`src/rtl/red_pitaya_hk_gpio.sv`:
```
// red_pitaya_hk_gpio
//   Housekeeping GPIO block: NB banks of DW bidirectional pins with direction,
//   output, synchronised/filtered input, per-pin rise/fall edge capture into
//   sticky write-1-to-clear STATUS, per-bank interrupt enables, a LED register
//   and a single registered level interrupt.
//
//   Optional build macro: HK_GPIO_DEBOUNCE_EN adds a per-pin debounce counter
//   between the synchroniser and the filtered input. Without it the filter is
//   a plain register stage and DBC_LEN reads as zero.
//
// Ports
//   clk_i, rstn_i        clock, asynchronous active-low reset
//   gpio_i               pad input, bank b at [b*DW +: DW]
//   gpio_o, gpio_dir_o   pad output data and output enable (1 = drive)
//   led_o                LED drive
//   irq_o                level interrupt (OR of all pending enabled status)
//   sys_*                system bus: addr/wdata/wen/ren in, rdata/err/ack out
//
// Register fields are at most 32 bits wide (DW, DWL, DBC_W <= 32).
module red_pitaya_hk_gpio #(
  parameter int NB    = 2,
  parameter int DW    = 8,
  parameter int DWL   = 8,
  parameter int DBC_W = 16
) (
  input  logic              clk_i,
  input  logic              rstn_i,
  input  logic [NB*DW-1:0]  gpio_i,
  output logic [NB*DW-1:0]  gpio_o,
  output logic [NB*DW-1:0]  gpio_dir_o,
  output logic [DWL-1:0]    led_o,
  output logic              irq_o,
  input  logic [31:0]       sys_addr,
  input  logic [31:0]       sys_wdata,
  input  logic              sys_wen,
  input  logic              sys_ren,
  output logic [31:0]       sys_rdata,
  output logic              sys_err,
  output logic              sys_ack
);

  localparam int NP = NB * DW;

  logic [NP-1:0]    dir_r, out_r, rise_en_r, fall_en_r, status_r, irq_en_r;
  logic [DWL-1:0]   led_r;
  logic [NP-1:0]    sync1_r, sync2_r, filt_r, filt_d_r;
  logic             irq_r, ack_r, err_r;
  logic [31:0]      rdata_r;

  logic [NB-1:0]    bank_hit_s;
  logic             bank_area_s, glob_hit_s, mapped_s;
  logic [2:0]       off_s;
  logic [NP-1:0]    w1c_s, rise_s, fall_s;
  logic [NB-1:0]    pend_s;
  logic [DW-1:0]    fld_s;
  logic [31:0]      rd_bank_s, rd_glob_s, rd_val_s;
  logic [DBC_W-1:0] dbc_len_s;
  logic             unused_s;

  assign off_s    = sys_addr[4:2];
  assign rise_s   = filt_r & ~filt_d_r;
  assign fall_s   = ~filt_r & filt_d_r;
  assign unused_s = ^{sys_addr[31:20], sys_wdata};

  // Address decode: bank window below 0x100 (offset 0x1C is a hole), globals at 0x100-0x10C
  always_comb begin
    bank_area_s = (sys_addr[19:8] == 12'h000) && (sys_addr[1:0] == 2'b00) && (off_s != 3'd7);
    bank_hit_s  = {NB{1'b0}};
    for (int b = 0; b < NB; b++) begin
      bank_hit_s[b] = bank_area_s && (sys_addr[7:5] == 3'(b));
    end
    glob_hit_s = (sys_addr[19:4] == 16'h0010) && (sys_addr[1:0] == 2'b00);
    mapped_s   = (|bank_hit_s) || glob_hit_s;
  end

  // Per-bank W1C mask and pending reduction
  always_comb begin
    w1c_s  = {NP{1'b0}};
    pend_s = {NB{1'b0}};
    for (int b = 0; b < NB; b++) begin
      w1c_s[b*DW +: DW] = (sys_wen && bank_hit_s[b] && (off_s == 3'd5)) ? sys_wdata[DW-1:0] : {DW{1'b0}};
      pend_s[b]         = |(status_r[b*DW +: DW] & irq_en_r[b*DW +: DW]);
    end
  end

  // Read data mux; unmapped addresses fall through to zero
  always_comb begin
    rd_bank_s = 32'd0;
    fld_s     = {DW{1'b0}};
    for (int b = 0; b < NB; b++) begin
      case (off_s)
        3'd0:    fld_s = dir_r[b*DW +: DW];
        3'd1:    fld_s = out_r[b*DW +: DW];
        3'd2:    fld_s = filt_r[b*DW +: DW];
        3'd3:    fld_s = rise_en_r[b*DW +: DW];
        3'd4:    fld_s = fall_en_r[b*DW +: DW];
        3'd5:    fld_s = status_r[b*DW +: DW];
        3'd6:    fld_s = irq_en_r[b*DW +: DW];
        default: fld_s = {DW{1'b0}};
      endcase
      rd_bank_s = bank_hit_s[b] ? 32'(fld_s) : rd_bank_s;
    end
    case (sys_addr[3:2])
      2'd0:    rd_glob_s = {8'h00, 8'(DWL), 8'(NB), 8'(DW)};
      2'd1:    rd_glob_s = 32'(led_r);
      2'd2:    rd_glob_s = 32'(dbc_len_s);
      2'd3:    rd_glob_s = 32'(pend_s);
      default: rd_glob_s = 32'd0;
    endcase
    rd_val_s = glob_hit_s ? rd_glob_s : rd_bank_s;
  end

  // Bus response: one ack per strobe; read data sampled before any same-cycle write lands
  always_ff @(posedge clk_i or negedge rstn_i) begin
    if (!rstn_i) begin
      ack_r   <= 1'b0;
      err_r   <= 1'b0;
      rdata_r <= 32'd0;
    end else begin
      ack_r   <= sys_wen | sys_ren;
      err_r   <= (sys_wen | sys_ren) & ~mapped_s;
      rdata_r <= sys_ren ? rd_val_s : 32'd0;
    end
  end

  // Control registers, sticky status (set beats same-cycle clear) and interrupt
  always_ff @(posedge clk_i or negedge rstn_i) begin
    if (!rstn_i) begin
      dir_r     <= {NP{1'b0}};
      out_r     <= {NP{1'b0}};
      rise_en_r <= {NP{1'b0}};
      fall_en_r <= {NP{1'b0}};
      irq_en_r  <= {NP{1'b0}};
      status_r  <= {NP{1'b0}};
      led_r     <= {DWL{1'b0}};
      irq_r     <= 1'b0;
    end else begin
      for (int b = 0; b < NB; b++) begin
        if (sys_wen && bank_hit_s[b]) begin
          case (off_s)
            3'd0:    dir_r[b*DW +: DW]     <= sys_wdata[DW-1:0];
            3'd1:    out_r[b*DW +: DW]     <= sys_wdata[DW-1:0];
            3'd3:    rise_en_r[b*DW +: DW] <= sys_wdata[DW-1:0];
            3'd4:    fall_en_r[b*DW +: DW] <= sys_wdata[DW-1:0];
            3'd6:    irq_en_r[b*DW +: DW]  <= sys_wdata[DW-1:0];
            default: ;
          endcase
        end
      end
      if (sys_wen && glob_hit_s && (sys_addr[3:2] == 2'd1)) begin
        led_r <= sys_wdata[DWL-1:0];
      end
      status_r <= (status_r & ~w1c_s) | (rise_s & rise_en_r) | (fall_s & fall_en_r);
      irq_r    <= |pend_s;
    end
  end

  // Two-flop synchroniser and one-cycle delayed copy of the filtered input
  always_ff @(posedge clk_i or negedge rstn_i) begin
    if (!rstn_i) begin
      sync1_r  <= {NP{1'b0}};
      sync2_r  <= {NP{1'b0}};
      filt_d_r <= {NP{1'b0}};
    end else begin
      sync1_r  <= gpio_i;
      sync2_r  <= sync1_r;
      filt_d_r <= filt_r;
    end
  end

`ifdef HK_GPIO_DEBOUNCE_EN
  logic [DBC_W-1:0]         dbc_len_r;
  logic [NP-1:0][DBC_W-1:0] cnt_r;

  assign dbc_len_s = dbc_len_r;

  // Debounce: count while sync disagrees with filt; adopt sync once the count reaches DBC_LEN
  always_ff @(posedge clk_i or negedge rstn_i) begin
    if (!rstn_i) begin
      dbc_len_r <= {DBC_W{1'b0}};
      cnt_r     <= {(NP*DBC_W){1'b0}};
      filt_r    <= {NP{1'b0}};
    end else begin
      if (sys_wen && glob_hit_s && (sys_addr[3:2] == 2'd2)) begin
        dbc_len_r <= sys_wdata[DBC_W-1:0];
      end
      for (int i = 0; i < NP; i++) begin
        if (sync2_r[i] != filt_r[i]) begin
          if (cnt_r[i] >= dbc_len_r) begin
            filt_r[i] <= sync2_r[i];
            cnt_r[i]  <= {DBC_W{1'b0}};
          end else if (cnt_r[i] != {DBC_W{1'b1}}) begin
            cnt_r[i] <= cnt_r[i] + {{(DBC_W-1){1'b0}}, 1'b1};
          end
        end else begin
          cnt_r[i] <= {DBC_W{1'b0}};
        end
      end
    end
  end
`else
  assign dbc_len_s = {DBC_W{1'b0}};

  // Filter stage without debounce: plain register copy of the synchroniser
  always_ff @(posedge clk_i or negedge rstn_i) begin
    if (!rstn_i) begin
      filt_r <= {NP{1'b0}};
    end else begin
      filt_r <= sync2_r;
    end
  end
`endif

  assign gpio_o     = out_r;
  assign gpio_dir_o = dir_r;
  assign led_o      = led_r;
  assign irq_o      = irq_r;
  assign sys_ack    = ack_r;
  assign sys_err    = err_r;
  assign sys_rdata  = rdata_r;

endmodule
```
`config.mk`:
```
export PLATFORM = sky130hd
export DESIGN_NAME = red_pitaya_hk_gpio
export DESIGN_NICKNAME = d
export VERILOG_FILES = /design/src/rtl/red_pitaya_hk_gpio.sv
export SDC_FILE = /design/constraint.sdc
export NUM_CORES = 1
export LEC_CHECK = 0
export ABC_AREA = 1
export CORE_MARGIN = 2
export CORE_UTILIZATION = 30
export CTS_BUF_LIST = sky130_fd_sc_hd__clkbuf_16
export DETAILED_ROUTE_END_ITERATION = 8
export HOLD_SLACK_MARGIN = 0.12
export PLACE_DENSITY_LB_ADDON = 0.15
export REMOVE_ABC_BUFFERS = 1
export SLEW_MARGIN = 10
export SYNTH_ARGS = -nofsm -noshare
export SYNTH_HDL_FRONTEND = slang
export SYNTH_SLANG_ARGS = --single-unit
```
`constraint.sdc`:
```
create_clock -name clk_i -period 3.09 [get_ports clk_i]
set_input_delay 0.618 -clock clk_i [delete_from_list [all_inputs] [get_ports clk_i]]
set_output_delay 0.618 -clock clk_i [all_outputs]
set_load 0.1 [all_outputs]
```
==> out/results.ini <==
[run_status]
status = completed

[clocking]
cts_tree = done
post_cts_buffers = 0
cts.repair.resized = 0
clock_path_buffers = 2
clk_pin_slew_worst_paths_ns = 0.07
cts_buffers = 17
cts_root_buf = clkbuf_16
postCtsHoldBufs = 0
cts_htree_levels = 4
clock-sinks = 180
clock_latency_ns = 0.44

[setup_path]
cp_common_cell = nor2_4
critical_path_peak_fanout = 16
crit_required_ns = 3.38
slowest_delay_ns = 0.66
crit_path_top_delay_cell = clkdlybuf4s50_1
crit_arrival_ns = 2.72
startpoint_type = input port
worstSetupEndpointType = flop
critPathTopFamily = simple AND/OR/NAND/NOR gates
regToRegEndpoint = sys_rdata[0]
cp_cell_sequence = clkdlybuf4s50_1 -> nand2_4 -> nor2_1 -> nor2_4 -> nand3_2 -> nor2_4 -> nand2_2 -> nand2_1 -> o21ai_0
crit_type = input port to flop
r2r_cells = 8
crit_buf_inv = 1
worstReg2RegStart = status_r[1]
rrSetupSlack_ns = 1.77

[placement]
io_buffers = 100
gp_congestion = 0.831
place_ws_ns = 0.257
place_hpwl_microns = 16600

[route]
ant_nets = 0
viasPerCell = 4.68
first_pass_iters = 5
drt_iter0_drc = 662
wl_per_cell_microns = 17.2
dr_total_vias = 6528
routed_wl_microns = 23900
drcViolationCount = 0

[grt]
grt_util_all_layers = 0.179
grt_max_degree = 81
overflow = 0
grt_pass1_vias = 6484
grt_pass1_wl_microns = 38200
grt_antenna_before_repair = 0

[yosys]
synth_edf_count = 0
yosysWarnings = 0
syn_area_sq_um = 8030
async_flop_share = 1.00
yosysUniqueCellTypes = 27
synth_seq_area_share = 0.561
synthFlopType = dfrtp_1
netlist_instances = 948
ys_seq_elements = 180
postSynthAreaPerCell_sq_um = 8.47

[sta]
slew_viol_final = 0
skew_ns = 0.00789
max-slew-margin-rel = 0.488
worst-slew-pin-transition_ns = 0.767
setup_ws_ns = 0.662
min_period_ns = 2.43
timing.final.crit_share = 0.786
hold_viol = 0
timing.fmax_ghz = 0.412
setup_viol = 0
finalSetupTns_ns = 0
grt_setup_unrepaired = no

[power]
peakVddDrop_uv = 340
power.leakage_nw = 4.82
power_per_cell_area_nw_per_um2 = 503

[floorplan]
core_area_sq_um = 26200
die_y_microns = 168
die-area_sq_um = 28100
io_pins = 159
rows = 59
die_x_microns = 168
start_util = 0.306

[layout]
final_cell_mix = 298 x nand2_1, 180 x dfrtp_1, 85 x nor2_1
final_common_cell = nand2_1
antenna_cells = 0
final_nets = 1130
synthToLayoutAreaGrowth_pct = 21.6
layout-drive-gt1-share = 0.130

[min_path]
hp-class = input port to asynchronous set/reset pin

[flow_run]
cap_violations = 0

[stage by stage]
step	power (mW)	utilization	instances	cell area [sq um]	hold slack, ns
global route	5.11	0.373	1394	9760	0.272
CTS	4.98	0.373	1394	9760	0.262
finish	4.91	0.373	1394	9760	0.221
floorplan	2.67	-	899	7670	0.322
global placement	2.90	0.352	1362	9220	0.332
detailed placement	2.90	0.352	1362	9220	0.335
[kinds of logic after synthesis]
group,share of synthesized area
and+or+nand+nor,0.281
DFF,0.561
AOI/OAI and AO/OA,0.0684
buffers and inverters,0.0888
other,0.000467
[cell usage after synthesis (3+ instances only)]
cell type / count / area, sq um
nand4_1: 44 / 275
o21ai_1: 35 / 175
dfrtp_1: 180 / 4500
nand2_1: 298 / 1120
nor2_4: 4 / 45.0
nand3_1: 71 / 355
clkbuf_1: 24 / 90.1
nand2_2: 6 / 37.5
buf_4: 24 / 180
inv_1: 71 / 267
o21ai_2: 8 / 70.1
nand2_4: 5 / 56.3
a21oi_1: 7 / 35.0
o21ai_0: 51 / 255
buf_6: 9 / 101
nand3_2: 3 / 30.0
nor2_1: 85 / 319
buf_2: 12 / 60.1
[how the worst max path moves through the flow]
stage | start | to | slack [ns] | cells past startpoint
after global routing | sys_addr[2] | rise_en_r[5] | 0.54 | 9
after global placement | sys_addr[2] | rise_en_r[4] | 0.24 | 9
after detailed placement | sys_addr[2] | rise_en_r[0] | 0.26 | 9
final | sys_addr[2] | rise_en_r[1] | 0.66 | 9
after CTS | sys_addr[2] | rise_en_r[4] | 0.72 | 9
after floorplan | sys_addr[4] | rise_en_r[10] | 0.78 | 8
[state kept, by name, indices dropped and copies added, names as in the netlist]
signal and flops:
fall_en_r 16, filt_d_r 16, filt_r 16, gpio_dir_o 16, gpio_o 16, irq_en_r 16, rise_en_r 16, status_r 16
sync1_r 16, sync2_r 16, sys_rdata 9, led_o 8, irq_o 1, sys_ack 1, sys_err 1
[power breakdown]
| group | switching, mW | internal (mW) | total [mW] |
|---|---|---|---|
| clock | 0.955 | 1.10 | 2.05 |
| combinational | 0.330 | 0.104 | 0.434 |
| sequential | 0.0208 | 2.40 | 2.42 |
[final cells by class]
class | instances | area, sq um
clock inverter | 15 | 119
tap | 335 | 419
timing repair buffer | 128 | 1130
clock buffer | 17 | 425
fill | 2727 | 16400
sequential | 180 | 4500
multi-input combinational | 645 | 2890
inverter | 74 | 278
[worst register-to-register path: stages (launching register included)]
cell	delay, ns
dfrtp_1	0.41
nand2_1	0.08
nand2_1	0.08
nor2_1	0.22
a21oi_1	0.09
nor2_1	0.11
nor2_1	0.05
nand2_1	0.12
inv_1	0.05
[per-layer routing]
metal,up-vias,part of all wire,track usage
li1,3179,-,-
met1,3094,0.47,0.252
met2,225,0.46,0.285
met3,30,0.055,0.0326
met4,0,0.016,0.0491
met5,-,0,0
Note: power is estimated with default switching activity, not from simulation.
